## config.mk

```make
export PLATFORM = sky130hd
export DESIGN_NAME = custom_sad
export DESIGN_NICKNAME = d
export VERILOG_FILES = /design/src/rtl/sad_pkg.sv /design/src/rtl/abs_diff.sv /design/src/rtl/custom_sad.sv
export SDC_FILE = /design/constraint.sdc
export NUM_CORES = 1
export LEC_CHECK = 0
export CORE_MARGIN = 1.5
export CORE_UTILIZATION = 35
export CTS_BUF_LIST = sky130_fd_sc_hd__clkbuf_4
export DETAILED_ROUTE_END_ITERATION = 6
export HOLD_SLACK_MARGIN = 0.12
export PLACE_DENSITY = 0.63
export SYNTH_ARGS = -nofsm -noshare
export SYNTH_HDL_FRONTEND = slang
export SYNTH_SLANG_ARGS = --single-unit
```

## constraint.sdc

```tcl
create_clock -name clk -period 6.5 [get_ports clk]
set_input_delay 1.3 -clock clk [delete_from_list [all_inputs] [get_ports clk]]
set_output_delay 1.3 -clock clk [all_outputs]
set_load 0.005 [all_outputs]
```

## src/rtl/sad_pkg.sv

```systemverilog
`default_nettype none
// ============================================================================
//  Module      : sad_pkg
//  Description : Shared defaults and control-strobe bundle for the SAD datapath.
//  Revision    : 1.0
// ============================================================================
package sad_pkg;

    localparam int c_DEF_DATA_W     = 32;
    localparam int c_DEF_ADDR_W     = 9;
    localparam int c_DEF_BLOCK_SIZE = 256;

    // One bundle per cycle of controller strobes, grouped per register.
    typedef struct packed {
        logic idx_inc;
        logic idx_clr;
        logic sum_ld;
        logic sum_clr;
        logic sad_ld;
        logic sad_clr;
    } sad_ctrl_t;

endpackage : sad_pkg
`default_nettype wire

```

## src/rtl/abs_diff.sv

```systemverilog
`default_nettype none
// ============================================================================
//  Module      : abs_diff
//  Description : Combinational unsigned absolute difference |a - b|.
//  Revision    : 1.0
// ============================================================================
module abs_diff #(
    parameter int DATA_W = 32
) (
    input  logic [DATA_W-1:0] i_a,
    input  logic [DATA_W-1:0] i_b,
    output logic [DATA_W-1:0] o_diff
);

    logic w_a_ge_b;

    assign w_a_ge_b = (i_a >= i_b);
    assign o_diff   = w_a_ge_b ? (i_a - i_b) : (i_b - i_a);

endmodule : abs_diff
`default_nettype wire

```

## src/rtl/custom_sad.sv

```systemverilog
`default_nettype none
// ============================================================================
//  Module      : custom_sad
//  Description : SAD datapath: saturating index counter, running |A-B| sum and
//                result register, steered by an external controller.
//  Revision    : 1.0
// ============================================================================
module custom_sad
    import sad_pkg::*;
#(
    parameter int DATA_W     = c_DEF_DATA_W,
    parameter int ADDR_W     = c_DEF_ADDR_W,
    parameter int BLOCK_SIZE = c_DEF_BLOCK_SIZE
) (
    input  logic              clk,
    input  logic              rst,
    input  logic [DATA_W-1:0] a_data,
    input  logic [DATA_W-1:0] b_data,
    input  logic              i_inc,
    input  logic              i_clr,
    input  logic              sum_ld,
    input  logic              sum_clr,
    input  logic              sadreg_ld,
    input  logic              sadreg_clr,
    output logic [DATA_W-1:0] sad,
    output logic [ADDR_W-1:0] ab_addr,
    output logic              i_ld_256
);

    localparam logic [ADDR_W-1:0] c_BLOCK_END = ADDR_W'(BLOCK_SIZE);
    localparam logic [ADDR_W-1:0] c_IDX_ONE   = ADDR_W'(1);

    sad_ctrl_t         w_ctrl;
    logic [DATA_W-1:0] w_absdiff;
    logic              w_in_block;

    logic [ADDR_W-1:0] r_idx_q, w_idx_d;
    logic [DATA_W-1:0] r_sum_q, w_sum_d;
    logic [DATA_W-1:0] r_sad_q, w_sad_d;

    assign w_ctrl = '{
        idx_inc: i_inc,
        idx_clr: i_clr,
        sum_ld:  sum_ld,
        sum_clr: sum_clr,
        sad_ld:  sadreg_ld,
        sad_clr: sadreg_clr
    };

    abs_diff #(
        .DATA_W (DATA_W)
    ) u_abs_diff (
        .i_a    (a_data),
        .i_b    (b_data),
        .o_diff (w_absdiff)
    );

    assign w_in_block = (r_idx_q < c_BLOCK_END);

    // Counter saturates at the block end so the controller can over-strobe safely.
    always_comb begin
        w_idx_d = r_idx_q;
        if (w_ctrl.idx_clr) begin
            w_idx_d = '0;
        end else if (w_ctrl.idx_inc && w_in_block) begin
            w_idx_d = r_idx_q + c_IDX_ONE;
        end
    end

    always_comb begin
        w_sum_d = r_sum_q;
        if (w_ctrl.sum_clr) begin
            w_sum_d = '0;
        end else if (w_ctrl.sum_ld) begin
            w_sum_d = r_sum_q + w_absdiff;
        end
    end

    // Loads the pre-edge sum, so a simultaneous sum_ld is published one cycle later.
    always_comb begin
        w_sad_d = r_sad_q;
        if (w_ctrl.sad_clr) begin
            w_sad_d = '0;
        end else if (w_ctrl.sad_ld) begin
            w_sad_d = r_sum_q;
        end
    end

    always_ff @(posedge clk) begin
        if (rst) begin
            r_idx_q <= '0;
            r_sum_q <= '0;
            r_sad_q <= '0;
        end else begin
            r_idx_q <= w_idx_d;
            r_sum_q <= w_sum_d;
            r_sad_q <= w_sad_d;
        end
    end

    assign sad      = r_sad_q;
    assign ab_addr  = r_idx_q;
    assign i_ld_256 = w_in_block;

endmodule : custom_sad
`default_nettype wire

```

==> flow_results.xml, run 1 <==
<?xml version="1.0" encoding="UTF-8"?>
<metrics>
  <group name="global_routing">
    <metric name="grt_overflow_total" unit="">0</metric>
    <metric name="grt_use_met3" unit="%">1.23</metric>
    <metric name="grtUsageMet2" unit="%">30.0</metric>
    <metric name="vias_in_the_first_global_route" unit="">7275</metric>
    <metric name="pin_count_of_the_biggest_net_entering_global_routing" unit="">33</metric>
    <metric name="use_met1" unit="%">26.1</metric>
    <metric name="first_pass_grt_wire_length" unit="µm">34500</metric>
    <metric name="layer_carrying_the_most_global_route_usage" unit="">met2</metric>
    <metric name="grt_antenna_before_repair" unit="">1</metric>
    <metric name="overall_track_demand_over_capacity_in_global_routing" unit="%">18.4</metric>
  </group>
  <group name="run">
    <metric name="drv_cap" unit="">0</metric>
  </group>
  <group name="status">
    <metric name="outcome" unit="">finished clean</metric>
  </group>
  <group name="route">
    <metric name="routed-via-count" unit="">7622</metric>
    <metric name="drt_first_iter_violations" unit="">473</metric>
    <metric name="detail_route.vias_per_cell" unit="">5.07</metric>
    <metric name="detail_route.wirelength" unit="µm">20900</metric>
    <metric name="ant_nets_after_route" unit="">0</metric>
    <metric name="drc_markers" unit="">0</metric>
    <metric name="drt_pre_antenna_iters" unit="">6</metric>
    <metric name="wl_per_cell" unit="µm">13.9</metric>
  </group>
  <group name="critical_path">
    <metric name="cp.required" unit="ns">6.82</metric>
    <metric name="worstPathMaxFanout" unit="">4</metric>
    <metric name="crit_path_end_kind" unit="">register</metric>
    <metric name="ff2ff_path_depth" unit="">14</metric>
    <metric name="rr_startpoint" unit="">r_sum_q[0]</metric>
    <metric name="regToRegEndpoint" unit="">r_sum_q[20]</metric>
    <metric name="startpoint_type" unit="">primary input</metric>
    <metric name="r2r_setup_slack" unit="ns">3.59</metric>
    <metric name="cp.arrival" unit="ns">6.49</metric>
    <metric name="crit_type" unit="">primary input to register</metric>
  </group>
  <group name="cts">
    <metric name="postCtsHoldBufs" unit="">0</metric>
    <metric name="cts_buffers" unit="">9</metric>
    <metric name="worst_setup_hold_path_clk_slew" unit="ns">0.15</metric>
    <metric name="h-tree-depth" unit="">3</metric>
    <metric name="tritoncts" unit="">done</metric>
    <metric name="worstSkewPairLatency" unit="ns">0.43</metric>
    <metric name="cts_root_buffer" unit="">clkbuf_4</metric>
    <metric name="clock_tree.buffer_depth" unit="">2</metric>
    <metric name="cts.sinks" unit="">73</metric>
  </group>
  <group name="place">
    <metric name="placement.io_buffers" unit="">113</metric>
    <metric name="placedCellCount" unit="">1484</metric>
    <metric name="hpwlAfterDp" unit="µm">17500</metric>
    <metric name="preCtsSetupSlack" unit="ns">-0.248</metric>
    <metric name="place.gp.congestion" unit="">0.913</metric>
  </group>
  <group name="floorplanning">
    <metric name="ios" unit="">114</metric>
    <metric name="rows" unit="">54</metric>
    <metric name="die_area" unit="mm²">0.0229</metric>
    <metric name="core" unit="mm²">0.0217</metric>
    <metric name="floorplan.initialDensity" unit="%">35.5</metric>
    <metric name="fp.dieH" unit="µm">151</metric>
    <metric name="die_w" unit="µm">151</metric>
  </group>
  <group name="yosys">
    <metric name="yosys_register_bits" unit="">73</metric>
    <metric name="muxShareOfSynthArea" unit="%">8.82</metric>
    <metric name="synth-simple-area-share" unit="%">16.2</metric>
    <metric name="synth_area" unit="mm²">0.00769</metric>
    <metric name="synth_compound_gate_area_share" unit="%">24.8</metric>
    <metric name="largest_family_of_logic_cells_by_synthesized_area" unit="">compound AO/OA/AOI/OAI gates</metric>
    <metric name="synth-adder-area-share" unit="%">16.7</metric>
    <metric name="ys.warnings.count" unit="">0</metric>
    <metric name="xor_xnor_fraction_of_synth_area" unit="%">7.47</metric>
    <metric name="synth_unique_cells" unit="">68</metric>
    <metric name="synthesis.instances" unit="">992</metric>
    <metric name="synth_enable_flop_cells" unit="">0</metric>
    <metric name="synth-async-reset-ratio" unit="%">0</metric>
    <metric name="flip_flop_cell_with_the_highest_count_after_synthesis" unit="">dfxtp_1</metric>
    <metric name="postSynthAreaPerCell" unit="µm²">7.75</metric>
    <metric name="synth_sequential_area_ratio" unit="%">19.0</metric>
    <metric name="postSynthNetCount" unit="">1165</metric>
  </group>
  <group name="cells_and_area">
    <metric name="final_common_cell" unit="">buf_4</metric>
    <metric name="post_route_cells_drive_above_1_share" unit="%">15.3</metric>
    <metric name="finalCoreUtilization" unit="%">47.3</metric>
    <metric name="post_layout_nonfiller_instances" unit="">1502</metric>
    <metric name="fin_nets" unit="">1389</metric>
    <metric name="syn_to_final_growth" unit="%">33.3</metric>
    <metric name="top_library_cells_by_usage_in_the_layout_fill_and_taps_aside" unit="">148 x buf_4, 112 x clkdlybuf4s50_1, 103 x nor2_1, 98 x ha_1, 89 x inv_1</metric>
  </group>
  <group name="timing">
    <metric name="finalSetupViolations" unit="">0</metric>
    <metric name="timing_worst_slew_pin_value" unit="ns">0.952</metric>
    <metric name="max_freq" unit="MHz">162</metric>
    <metric name="final.hold.worst_slack" unit="ns">0.507</metric>
    <metric name="finalSetupTns" unit="ns">0</metric>
    <metric name="max_slew_margin" unit="%">36.5</metric>
    <metric name="layout_setup_ws" unit="ns">0.332</metric>
    <metric name="maxSlewViolCount" unit="">0</metric>
    <metric name="period_minus_slack" unit="ns">6.17</metric>
    <metric name="unrepaired_setup_endpoints_after_global_routing" unit="">no</metric>
    <metric name="timing_hold_violations_final" unit="">0</metric>
    <metric name="finClkSkew" unit="ns">0.0219</metric>
    <metric name="fin_crit_sh" unit="%">94.9</metric>
  </group>
  <group name="power_and_ir_drop">
    <metric name="power.clock.fraction" unit="%">15.6</metric>
    <metric name="sw_frac_of_total" unit="%">39.8</metric>
    <metric name="power.ir.vdd_worst" unit="mV">0.101</metric>
    <metric name="power_frac_comb" unit="%">58.7</metric>
    <metric name="leakagePower" unit="nW">4.98</metric>
    <metric name="power_per_cell_area" unit="mW/mm²">191</metric>
    <metric name="seq_power_share" unit="%">25.7</metric>
    <metric name="internal_power" unit="mW">1.18</metric>
    <metric name="switchingPower" unit="µW">777</metric>
  </group>
  <group name="min_path">
    <metric name="hold_path_end" unit="">ab_addr[8]</metric>
    <metric name="hp-class" unit="">register to register</metric>
    <metric name="hold_depth" unit="">2</metric>
    <metric name="timing.hold.worst.start" unit="">ab_addr[8]</metric>
  </group>
</metrics>
worst max path at each step:
stage,start,endpoint,slack (ns),depth (start not counted)
final,a_data[1],r_sum_q[31],0.33,25
after global routing,a_data[0],r_sum_q[31],0.02,26
after floorplan,a_data[7],r_sum_q[31],0.59,24
after CTS,a_data[25],r_sum_q[31],0.20,26
after detailed placement,a_data[2],r_sum_q[31],-0.25,25
after global placement,b_data[0],r_sum_q[31],-0.1,26
power groups by stage:
stage          clock (mW)  combinational [mW]  sequential, mW
4_1_cts             0.313                1.14           0.501
2_1_floorplan           0               0.720           0.500
6_report            0.305                1.15           0.501
3_3_place_gp            0                1.12           0.510
5_1_grt             0.334                1.27           0.505
3_5_place_dp            0                1.13           0.511
repair_timing:
action	4_1_cts	5_1_grt
hold endpoints to repair	0	0
resized for setup	0	7
setup endpoints to repair	0	9
buffers inserted	0	1
per-layer routing:
metal  wire length, µm  vias up
met3               851       26
met1             10700     3475
met4               235        0
met2              9040      174
met5                 0        -
li1                  -     3947
worst max-delay path, stage by stage:
cell             delay [ns]
clkdlybuf4s50_1        0.55
inv_1                  0.09
ha_1                   0.35
nand4_1                0.11
or4_4                  0.43
nor2b_4                0.14
a311oi_2               0.27
nand2b_1               0.20
buf_4                  0.16
mux2i_1                0.26
a221oi_2               0.08
o211a_1                0.26
o41ai_2                0.26
xor2_1                 0.11
ha_1                   0.21
a21o_1                 0.17
a21o_1                 0.19
a21o_1                 0.18
a221oi_1               0.27
o21ai_1                0.15
a211oi_2               0.22
xnor3_1                0.25
nand2_1                0.09
xor2_1                 0.15
nor2_1                 0.05
per-stage QoR:
step / power (mW) / cell area (µm²)
4_1_cts: 1.95 / 10200
5_1_grt: 2.11 / 10300
3_3_place_gp: 1.63 / 10100
2_1_floorplan: 1.22 / 7690
3_5_place_dp: 1.64 / 10100
6_report: 1.95 / 10300
state kept, by name, indices dropped and copies added, names as in the netlist:
signal   cells
sad         32
ab_addr      9
r_sum_q     32
cells in the mapped netlist (3+ instances only):
cell | n | share of area, %
and3_1 | 10 | 0.81
nand2b_1 | 12 | 0.98
a221o_1 | 4 | 0.52
nor2_1 | 103 | 5.0
a211oi_1 | 6 | 0.59
a221oi_1 | 3 | 0.34
nor3_1 | 8 | 0.52
a21boi_0 | 6 | 0.59
xor2_1 | 24 | 2.7
dfxtp_1 | 73 | 19
or3_1 | 6 | 0.49
a31oi_1 | 7 | 0.57
a21o_1 | 53 | 5.2
o22ai_1 | 5 | 0.41
nand4_1 | 20 | 1.6
xnor2_1 | 39 | 4.4
nor2b_1 | 16 | 1.3
fa_1 | 3 | 0.78
inv_1 | 89 | 4.3
o21a_1 | 11 | 1.1
buf_2 | 11 | 0.72
a41oi_1 | 3 | 0.34
o31ai_1 | 8 | 0.78
nand3_1 | 19 | 1.2
ha_1 | 98 | 16
a211o_1 | 3 | 0.34
a21oi_1 | 82 | 5.3
o21bai_1 | 21 | 2.0
clkbuf_1 | 32 | 1.6
or2_2 | 4 | 0.33
mux2i_1 | 64 | 8.3
and2_1 | 4 | 0.33
nand2_1 | 55 | 2.7
o21ai_0 | 41 | 2.7
o211ai_1 | 7 | 0.68
cells by family after synthesis:
logic type | Yosys count
compound gates | 285
xor+xnor | 64
fa+ha+maj | 101
buf+inv | 137
flops | 73
mux | 67
simple gates | 265
area by class of cell:
type	instances	area (µm²)
diodes	1	2.50
clock inverters	7	83.8
well taps	280	350
inverters	89	334
repair buffers	261	2240
flip-flops and latches	73	1460
multi-input cells	782	5720
clock buffers	9	67.6
fillers	2142	11400
Note: power is estimated with default switching activity, not from simulation.
==> run 2: changes to the inputs <==
--- a/config.mk
+++ b/config.mk
@@ -6,11 +6,11 @@
 export NUM_CORES = 1
 export LEC_CHECK = 0
 export CORE_MARGIN = 1.5
-export CORE_UTILIZATION = 35
+export CORE_UTILIZATION = 50
 export CTS_BUF_LIST = sky130_fd_sc_hd__clkbuf_4
 export DETAILED_ROUTE_END_ITERATION = 6
 export HOLD_SLACK_MARGIN = 0.12
-export PLACE_DENSITY = 0.63
+export PLACE_DENSITY = 0.82
 export SYNTH_ARGS = -nofsm -noshare
 export SYNTH_HDL_FRONTEND = slang
 export SYNTH_SLANG_ARGS = --single-unit
==> run 2 against run 1 <==
Clock skew decreased by 0.0079 ns; sequential share of layout area up 0.73 points; highest routed layer unchanged; global-route usage is 6.2 points higher; critical path type unchanged; utilization rose by 17 points; die area shrank 29%; sequential cell count unchanged; power is 6.7% lower; final cell count down 9.1%; critical path depth did not move.
==> flow_results.xml, run 2 (same netlist as run 1, synthesis figures left out) <==
<?xml version="1.0" encoding="UTF-8"?>
<metrics>
  <group name="global_routing">
    <metric name="pin_count_of_the_biggest_net_entering_global_routing" unit="">33</metric>
    <metric name="vias_in_the_first_global_route" unit="">7120</metric>
    <metric name="grt_overflow_total" unit="">0</metric>
    <metric name="grt_antenna_before_repair" unit="">1</metric>
    <metric name="first_pass_grt_wire_length" unit="µm">33000</metric>
    <metric name="overall_track_demand_over_capacity_in_global_routing" unit="%">24.7</metric>
  </group>
  <group name="status">
    <metric name="outcome" unit="">finished clean</metric>
  </group>
  <group name="route">
    <metric name="drc_markers" unit="">0</metric>
    <metric name="drt_pre_antenna_iters" unit="">7</metric>
    <metric name="wl_per_cell" unit="µm">14.7</metric>
    <metric name="detail_route.wirelength" unit="µm">20000</metric>
    <metric name="drt_first_iter_violations" unit="">541</metric>
    <metric name="ant_nets_after_route" unit="">0</metric>
    <metric name="detail_route.vias_per_cell" unit="">5.65</metric>
    <metric name="routed-via-count" unit="">7724</metric>
  </group>
  <group name="cts">
    <metric name="cts_buffers" unit="">9</metric>
    <metric name="postCtsHoldBufs" unit="">0</metric>
    <metric name="tritoncts" unit="">done</metric>
    <metric name="worst_setup_hold_path_clk_slew" unit="ns">0.12</metric>
    <metric name="cts_root_buffer" unit="">clkbuf_4</metric>
    <metric name="worstSkewPairLatency" unit="ns">0.42</metric>
    <metric name="h-tree-depth" unit="">3</metric>
    <metric name="clock_tree.buffer_depth" unit="">2</metric>
    <metric name="cts.sinks" unit="">73</metric>
  </group>
  <group name="critical_path">
    <metric name="biggest_cell_delay_along_the_critical_path" unit="ns">0.49</metric>
    <metric name="worstPathMaxFanout" unit="">5</metric>
    <metric name="crit_type" unit="">primary input to register</metric>
    <metric name="rr_startpoint" unit="">r_sum_q[0]</metric>
    <metric name="regToRegEndpoint" unit="">r_sum_q[30]</metric>
    <metric name="worst_setup_path_startpoint" unit="">b_data[0]</metric>
    <metric name="crit_path_end_kind" unit="">register</metric>
    <metric name="cp.required" unit="ns">6.80</metric>
    <metric name="startpoint_type" unit="">primary input</metric>
    <metric name="crit_slowest_cell" unit="">clkdlybuf4s50_1</metric>
    <metric name="r2r_setup_slack" unit="ns">3.54</metric>
    <metric name="ff2ff_path_depth" unit="">13</metric>
    <metric name="crit_path_frequent_cell" unit="">a21o_1</metric>
    <metric name="cp.arrival" unit="ns">6.53</metric>
  </group>
  <group name="floorplanning">
    <metric name="core" unit="mm²">0.0151</metric>
    <metric name="ios" unit="">114</metric>
    <metric name="fp.dieH" unit="µm">127</metric>
    <metric name="die_area" unit="mm²">0.0161</metric>
    <metric name="floorplan.initialDensity" unit="%">51.0</metric>
    <metric name="die_w" unit="µm">127</metric>
    <metric name="rows" unit="">45</metric>
  </group>
  <group name="cells_and_area">
    <metric name="final_common_cell" unit="">clkdlybuf4s50_1</metric>
    <metric name="post_route_cells_drive_above_1_share" unit="%">11.9</metric>
    <metric name="filler_cell_count" unit="">1299</metric>
    <metric name="syn_to_final_growth" unit="%">26.8</metric>
    <metric name="top_library_cells_by_usage_in_the_layout_fill_and_taps_aside" unit="">112 x clkdlybuf4s50_1, 104 x buf_4, 103 x nor2_1, 98 x ha_1, 89 x inv_1</metric>
    <metric name="final_design_area_no_fill" unit="mm²">0.00976</metric>
    <metric name="fin_nets" unit="">1345</metric>
  </group>
  <group name="place">
    <metric name="placement.io_buffers" unit="">113</metric>
    <metric name="place.gp.congestion" unit="">0.946</metric>
    <metric name="placedInstanceArea" unit="mm²">0.00962</metric>
    <metric name="hpwlAfterDp" unit="µm">16700</metric>
  </group>
  <group name="timing">
    <metric name="max_freq" unit="MHz">161</metric>
    <metric name="finalSetupViolations" unit="">0</metric>
    <metric name="timing_worst_slew_pin_value" unit="ns">0.935</metric>
    <metric name="finalSetupTns" unit="ns">0</metric>
    <metric name="timing_hold_violations_final" unit="">0</metric>
    <metric name="max_slew_margin" unit="%">37.7</metric>
    <metric name="unrepaired_setup_endpoints_after_global_routing" unit="">no</metric>
    <metric name="fin_crit_sh" unit="%">95.8</metric>
    <metric name="maxSlewViolCount" unit="">0</metric>
    <metric name="finClkSkew" unit="ns">0.0141</metric>
    <metric name="final.hold.worst_slack" unit="ns">0.494</metric>
    <metric name="period_minus_slack" unit="ns">6.23</metric>
  </group>
  <group name="min_path">
    <metric name="hp-class" unit="">register to register</metric>
    <metric name="hold_path_end" unit="">ab_addr[8]</metric>
    <metric name="timing.hold.worst.start" unit="">ab_addr[8]</metric>
    <metric name="hold_depth" unit="">2</metric>
  </group>
  <group name="power_and_ir_drop">
    <metric name="power_per_cell_area" unit="mW/mm²">187</metric>
    <metric name="power.ir.vdd_worst" unit="mV">0.0926</metric>
    <metric name="leakagePower" unit="nW">4.74</metric>
  </group>
  <group name="run">
    <metric name="drv_cap" unit="">0</metric>
  </group>
</metrics>
-- run 2: changes by cell type in the layout (fill, tap and decap cells not counted), moves of 2 or more --
cell	change
buf_4	-44
clkinv_2	+3
inv_6	-3
clkinv_1	+2
-- run 2: report_power, final --
part / internal (mW) / leakage [nW] / switching [mW]
clock: 0.0738 / 0.0566 / 0.151
sequential: 0.474 / 0.592 / 0.0266
combinational: 0.532 / 4.09 / 0.565
-- run 2: cell type report --
cell class / instances / area [µm²] / area share, %
flip-flops and latches: 73 / 1460 / 15.0
clock inverters: 7 / 37.5 / 0.385
inverters: 89 / 334 / 3.42
well taps: 188 / 235 / 2.41
repair buffers: 217 / 1910 / 19.5
multi-input cells: 782 / 5710 / 58.5
diodes: 1 / 2.50 / 0.0257
clock buffers: 9 / 67.6 / 0.693
-- run 2: worst max path at each step --
stage,end
2_1_floorplan,r_sum_q[31]
3_3_place_gp,r_sum_q[31]
3_5_place_dp,r_sum_q[31]
4_1_cts,r_sum_q[31]
5_1_grt,r_sum_q[31]
6_report,r_sum_q[31]
-- run 2: metrics by stage --
step                utilization (%)  total power [mW]  setup WS (ns)  instances
global route                   64.7              1.96         0.0249       1366
CTS                            64.5              1.81          0.233       1364
finish                         64.7              1.82          0.272       1366
global placement               63.8              1.55        0.00232       1348
detailed placement             63.8              1.58         -0.189       1348
floorplan                         -              1.22          0.595        992
-- run 2: repair_timing --
action	CTS	global route
gates resized for setup	0	6
setup buffers	0	1
setup endpoints to repair	0	6
-- run 2: layer usage --
metal / vias up / global-route usage, % / part of all wire, %
met2: 289 / 41.6 / 45
met5: - / 0 / 0
met3: 24 / 1.80 / 5.3
met4: 0 / 6.35 / 1.3
met1: 3541 / 34.2 / 48
li1: 3870 / - / -
-- run 2: worst max-delay path, delay by kind of cell --
kind / cells / cell delay (ns)
multiplexers: 1 / 0.32
XOR/XNOR: 3 / 0.57
adder cells (fa/ha/maj): 3 / 0.79
buffers and inverters: 2 / 0.55
AO/OA/AOI/OAI: 13 / 2.60
AND/OR/NAND/NOR: 3 / 0.40
==> RTL edit 1, RTL diff (config.mk and constraints of run 1) <==
Add an input register stage for `sadreg_ld`, cleared by the reset; this delays it by one clock. The other inputs are not delayed to match.
--- a/src/rtl/custom_sad.sv
+++ b/src/rtl/custom_sad.sv
@@ -32,2 +32,12 @@
 
+    logic sadreg_ld_q;
+
+    always_ff @(posedge clk) begin
+        if (rst) begin
+            sadreg_ld_q <= '0;
+        end else begin
+            sadreg_ld_q <= sadreg_ld;
+        end
+    end
+
     sad_ctrl_t         w_ctrl;
@@ -45,3 +55,3 @@
         sum_clr: sum_clr,
-        sad_ld:  sadreg_ld,
+        sad_ld:  sadreg_ld_q,
         sad_clr: sadreg_clr
Function: changed (a bounded check fails within 4 cycles, from zero or initial values and one cycle with rst high).
==> RTL edit 1 against run 1 <==
  * Clock skew increased by 0.0044 ns
  * Total power decreased by 3.2%
  * Area after synthesis increased by 0.34%
  * Sequential cell count increased by 1
  * Global-route usage decreased by 0.19 points
  * Wire length decreased by 0.17%
  * Setup slack got worse by 0.053 ns
  * Design area decreased by 0.85%
==> RTL edit 1: results (changes against run 1) <==
outcome=finished clean (unchanged); clk cell area share=1.243% (was 1.477%); WHS=0.4878 ns (was 0.5068 ns); worst min-delay path startpoint=ab_addr[7] (was ab_addr[8]); # nets final=1,380 (was 1,389); clock sink total=74 (was 73); Iter 0 DRT Violations=504 (was 473); DP HPWL=17.54 mm (about the same); vias in the first global route=7,069 (was 7,275); PwrDens=186.0 nW/µm² (was 190.6 nW/µm²); Multi-input gate area=5710 µm² (was 5717 µm²); Final Wtd Congestion=0.9406 (was 0.9130); flop2flop setup slack=3.68 ns (was 3.59 ns); Post-synth top cells=nor2_1 (103), ha_1 (98), inv_1 (89) (unchanged); CTS tree=built (unchanged); Setup Skew=0.02637 ns (was 0.02194 ns); Non-clock buffer share=21.24% (was 21.82%); CP max FO=5 (was 4); Area contributors post-synth=dfxtp_1 (19%), ha_1 (16%), mux2i_1 (8.3%) (unchanged); non-filler cells, final=1,493 (was 1,502); Seq area share=14.58% (was 14.25%); syn_nets=1,167 (was 1,165); drt pass-1 iters=5 (was 6); Reg2Reg Depth=13 (was 14); drt wl/cell=13.94 µm (was 13.88 µm); fillers=2,210 (was 2,142); count of plain and timing-repair buffers=250 (was 261); register area share after synthesis=19.19% (was 19.00%); arrival time at the worst endpoint=6.56 ns (was 6.49 ns); Syn Inst Count=994 (was 992); NetSw=0.7655 mW (was 0.7775 mW); CP max stage cell=or4_1 (was clkdlybuf4s50_1); GRT Overall Usage=18.25% (was 18.44%); Placement Setup Slack=-0.1807 ns (was -0.2482 ns); Vias=7,590 (was 7,622); design area=10,170 µm² (was 10,250 µm²); combinational group power=1.12 mW; share of cells above drive strength 1=14.36% (was 15.32%); I/O Buffers=113 (unchanged); Crit Reg-Reg Endpoint=r_sum_q[28] (was r_sum_q[20]); crit path launch=a_data[25] (was a_data[1]); worst vdd ir=67.62 µV (was 100.6 µV); Worst-Margin Slew=0.9664 ns (was 0.9521 ns); Multi-In Gates=783 (was 782); core area=21,760 µm² (was 21,690 µm²); fmax=160.7 MHz (was 162.1 MHz); LEAKAGE=4.855 nW (was 4.982 nW); Clock Power Share=13.9% (was 15.6%)
-- RTL edit 1: cell types whose count changed after synthesis --
| cell | run 1 | this run |
|---|---|---|
| dfxtp_1 | 73 | 74 |
| nor2b_1 | 16 | 17 |
| buf_1 | 2 | 1 |
| clkbuf_1 | 32 | 33 |
-- RTL edit 1: cell families after synthesis --
kind of cell / Yosys count / share of synthesized area, %
fa+ha+maj: 101 / 16.66
flops: 74 / 19.19
xor+xnor: 64 / 7.440
simple gates: 266 / 16.21
compound gates: 285 / 24.67
buf+inv: 137 / 7.035
mux: 67 / 8.786
-- RTL edit 1: timing repair --
item                       CTS  global route
setup endpoints to repair    0             2
resized for setup            0             4
hold buffers                 0             0
-- RTL edit 1: per-layer routing --
metal	GRT usage, %	vias up	share of wire [%]
li1	-	3941	-
met1	26.53	3436	53
met2	28.82	188	42
met3	1.677	25	4.1
met4	4.567	0	1.4
met5	0	-	0
==> RTL edit 2, RTL diff (settings of run 1) <==
Without the edit above. The package constant `c_DEF_DATA_W` goes from 32 to 16.
--- a/src/rtl/sad_pkg.sv
+++ b/src/rtl/sad_pkg.sv
@@ -8,3 +8,3 @@
 
-    localparam int c_DEF_DATA_W     = 32;
+    localparam int c_DEF_DATA_W     = 16;
     localparam int c_DEF_ADDR_W     = 9;
Interface: changed (resized a_data, b_data and sad); port bits go from 114 to 66. The function was not compared with the original's and may differ.
==> RTL edit 2 against run 1 <==
  * Setup slack improved by 0.45 ns
  * Design area decreased by 54%
  * Sequential cell count decreased by 32
  * Non-clock buffer count decreased by 193
  * Area after synthesis decreased by 49%
  * Clock skew decreased by 0.014 ns
  * First-iteration DRC count decreased by 72%
  * Global-route usage decreased by 2.2 points
  * Total power decreased by 55%
  * Combinational power decreased by 66%
  * Critical endpoint is now r_sum_q[15]
  * Critical path type unchanged
  * Wire length decreased by 55%
  * Utilization decreased by 3.7 points
==> RTL edit 2: results (changes against run 1) <==
sequential power=0.273 mW (was 0.501 mW); CP max FO=11 (was 4); vias in the first global route=3,347 (was 7,275); WHS=0.4973 ns (was 0.5068 ns); post-synthesis adder-cell area fraction=16.99% (was 16.72%); Avg Cell Area, Syn=7.777 µm² (was 7.754 µm²); post-synthesis compound-gate area fraction=19.56% (was 24.76%); met1 usage=21.28% (was 26.13%); Post-synth top cells=nor2_1 (57), ha_1 (48), inv_1 (44) (was nor2_1 (103), ha_1 (98), inv_1 (89)); logic gate share of total power=45.1% (was 58.7%); ant diodes=0 (was 1); met2 WL=4.357 mm (was 9.040 mm); CTS buffer count=5 (was 9); Setup Skew=0.007752 ns (was 0.02194 ns); DRT Wirelength=9.352 mm (was 20.85 mm); Reg2Reg Depth=10 (was 14); Worst-Margin Slew=0.9338 ns (was 0.9521 ns); CP max stage delay=0.53 ns (was 0.55 ns); core area=10,840 µm² (was 21,690 µm²); register area share after synthesis=21.11% (was 19.00%); wire length on met3=382 µm (was 851 µm); initial antenna violation count=0 (was 1); Vias=3,574 (was 7,622); grt met2 use=27.94% (was 30.00%); synth unique cells=59 (was 68); outcome=finished clean (unchanged); global-route wire length before repair=15.46 mm (was 34.53 mm); flop2flop setup slack=3.94 ns (was 3.59 ns); fillers=1,134 (was 2,142); Synth Area in XOR/XNOR=5.405% (was 7.466%); Clk pin slew, worst setup/hold paths=0.13 ns (was 0.15 ns); H-tree levels=2 (was 3); clock latency on the worst-skew pair=0.36 ns (was 0.43 ns); worst min-delay path startpoint=ab_addr[7] (was ab_addr[8]); Final Wtd Congestion=0.8670 (was 0.9130); I/O Buffers=65 (was 113)
-- RTL edit 2: cell count changes in the layout (fill, tap and decap cells not counted), sizes merged, moves of 15 or more --
cell	before	now
buf	149	3
xnor2	39	13
dfxtp	73	41
nand2	56	38
clkdlybuf4s50	112	65
mux2i	64	35
a21o	53	16
inv	93	45
o21bai	21	6
o21ai	44	18
ha	98	48
a21oi	82	44
nor2	103	58
-- RTL edit 2: cell type report --
type	count	area share, %
multi-input cells	393	58.94
flip-flops and latches	41	17.37
repair buffers	68	14.24
well taps	140	3.707
inverters	44	3.495
clock inverters	3	1.456
clock buffers	5	0.7943
-- RTL edit 2: tightest hold or removal path: stages, from the launching register on --
cell and delay, ns:
dfxtp_1 0.35, nand2_1 0.06, a21oi_1 0.05
-- RTL edit 2: how the worst max path moves through the flow --
stage                          start          end  slack [ns]  depth (start not counted)
after floorplan           a_data[13]  r_sum_q[10]        1.41                         19
after global placement    a_data[11]  r_sum_q[10]        0.57                         19
after detailed placement  a_data[11]  r_sum_q[15]        0.44                         20
after CTS                 a_data[11]  r_sum_q[15]        0.81                         20
after global routing      a_data[11]  r_sum_q[13]        0.47                         19
final                     a_data[11]  r_sum_q[15]        0.78                         20
-- RTL edit 2: through the flow --
| step | setup WS, ns | total power [mW] |
|---|---|---|
| 2_1_floorplan | 1.407 | 0.5746 |
| 3_3_place_gp | 0.5688 | 0.6686 |
| 3_5_place_dp | 0.4365 | 0.6736 |
| 4_1_cts | 0.8068 | 0.8831 |
| 5_1_grt | 0.4732 | 0.9412 |
| 6_report | 0.7828 | 0.8778 |
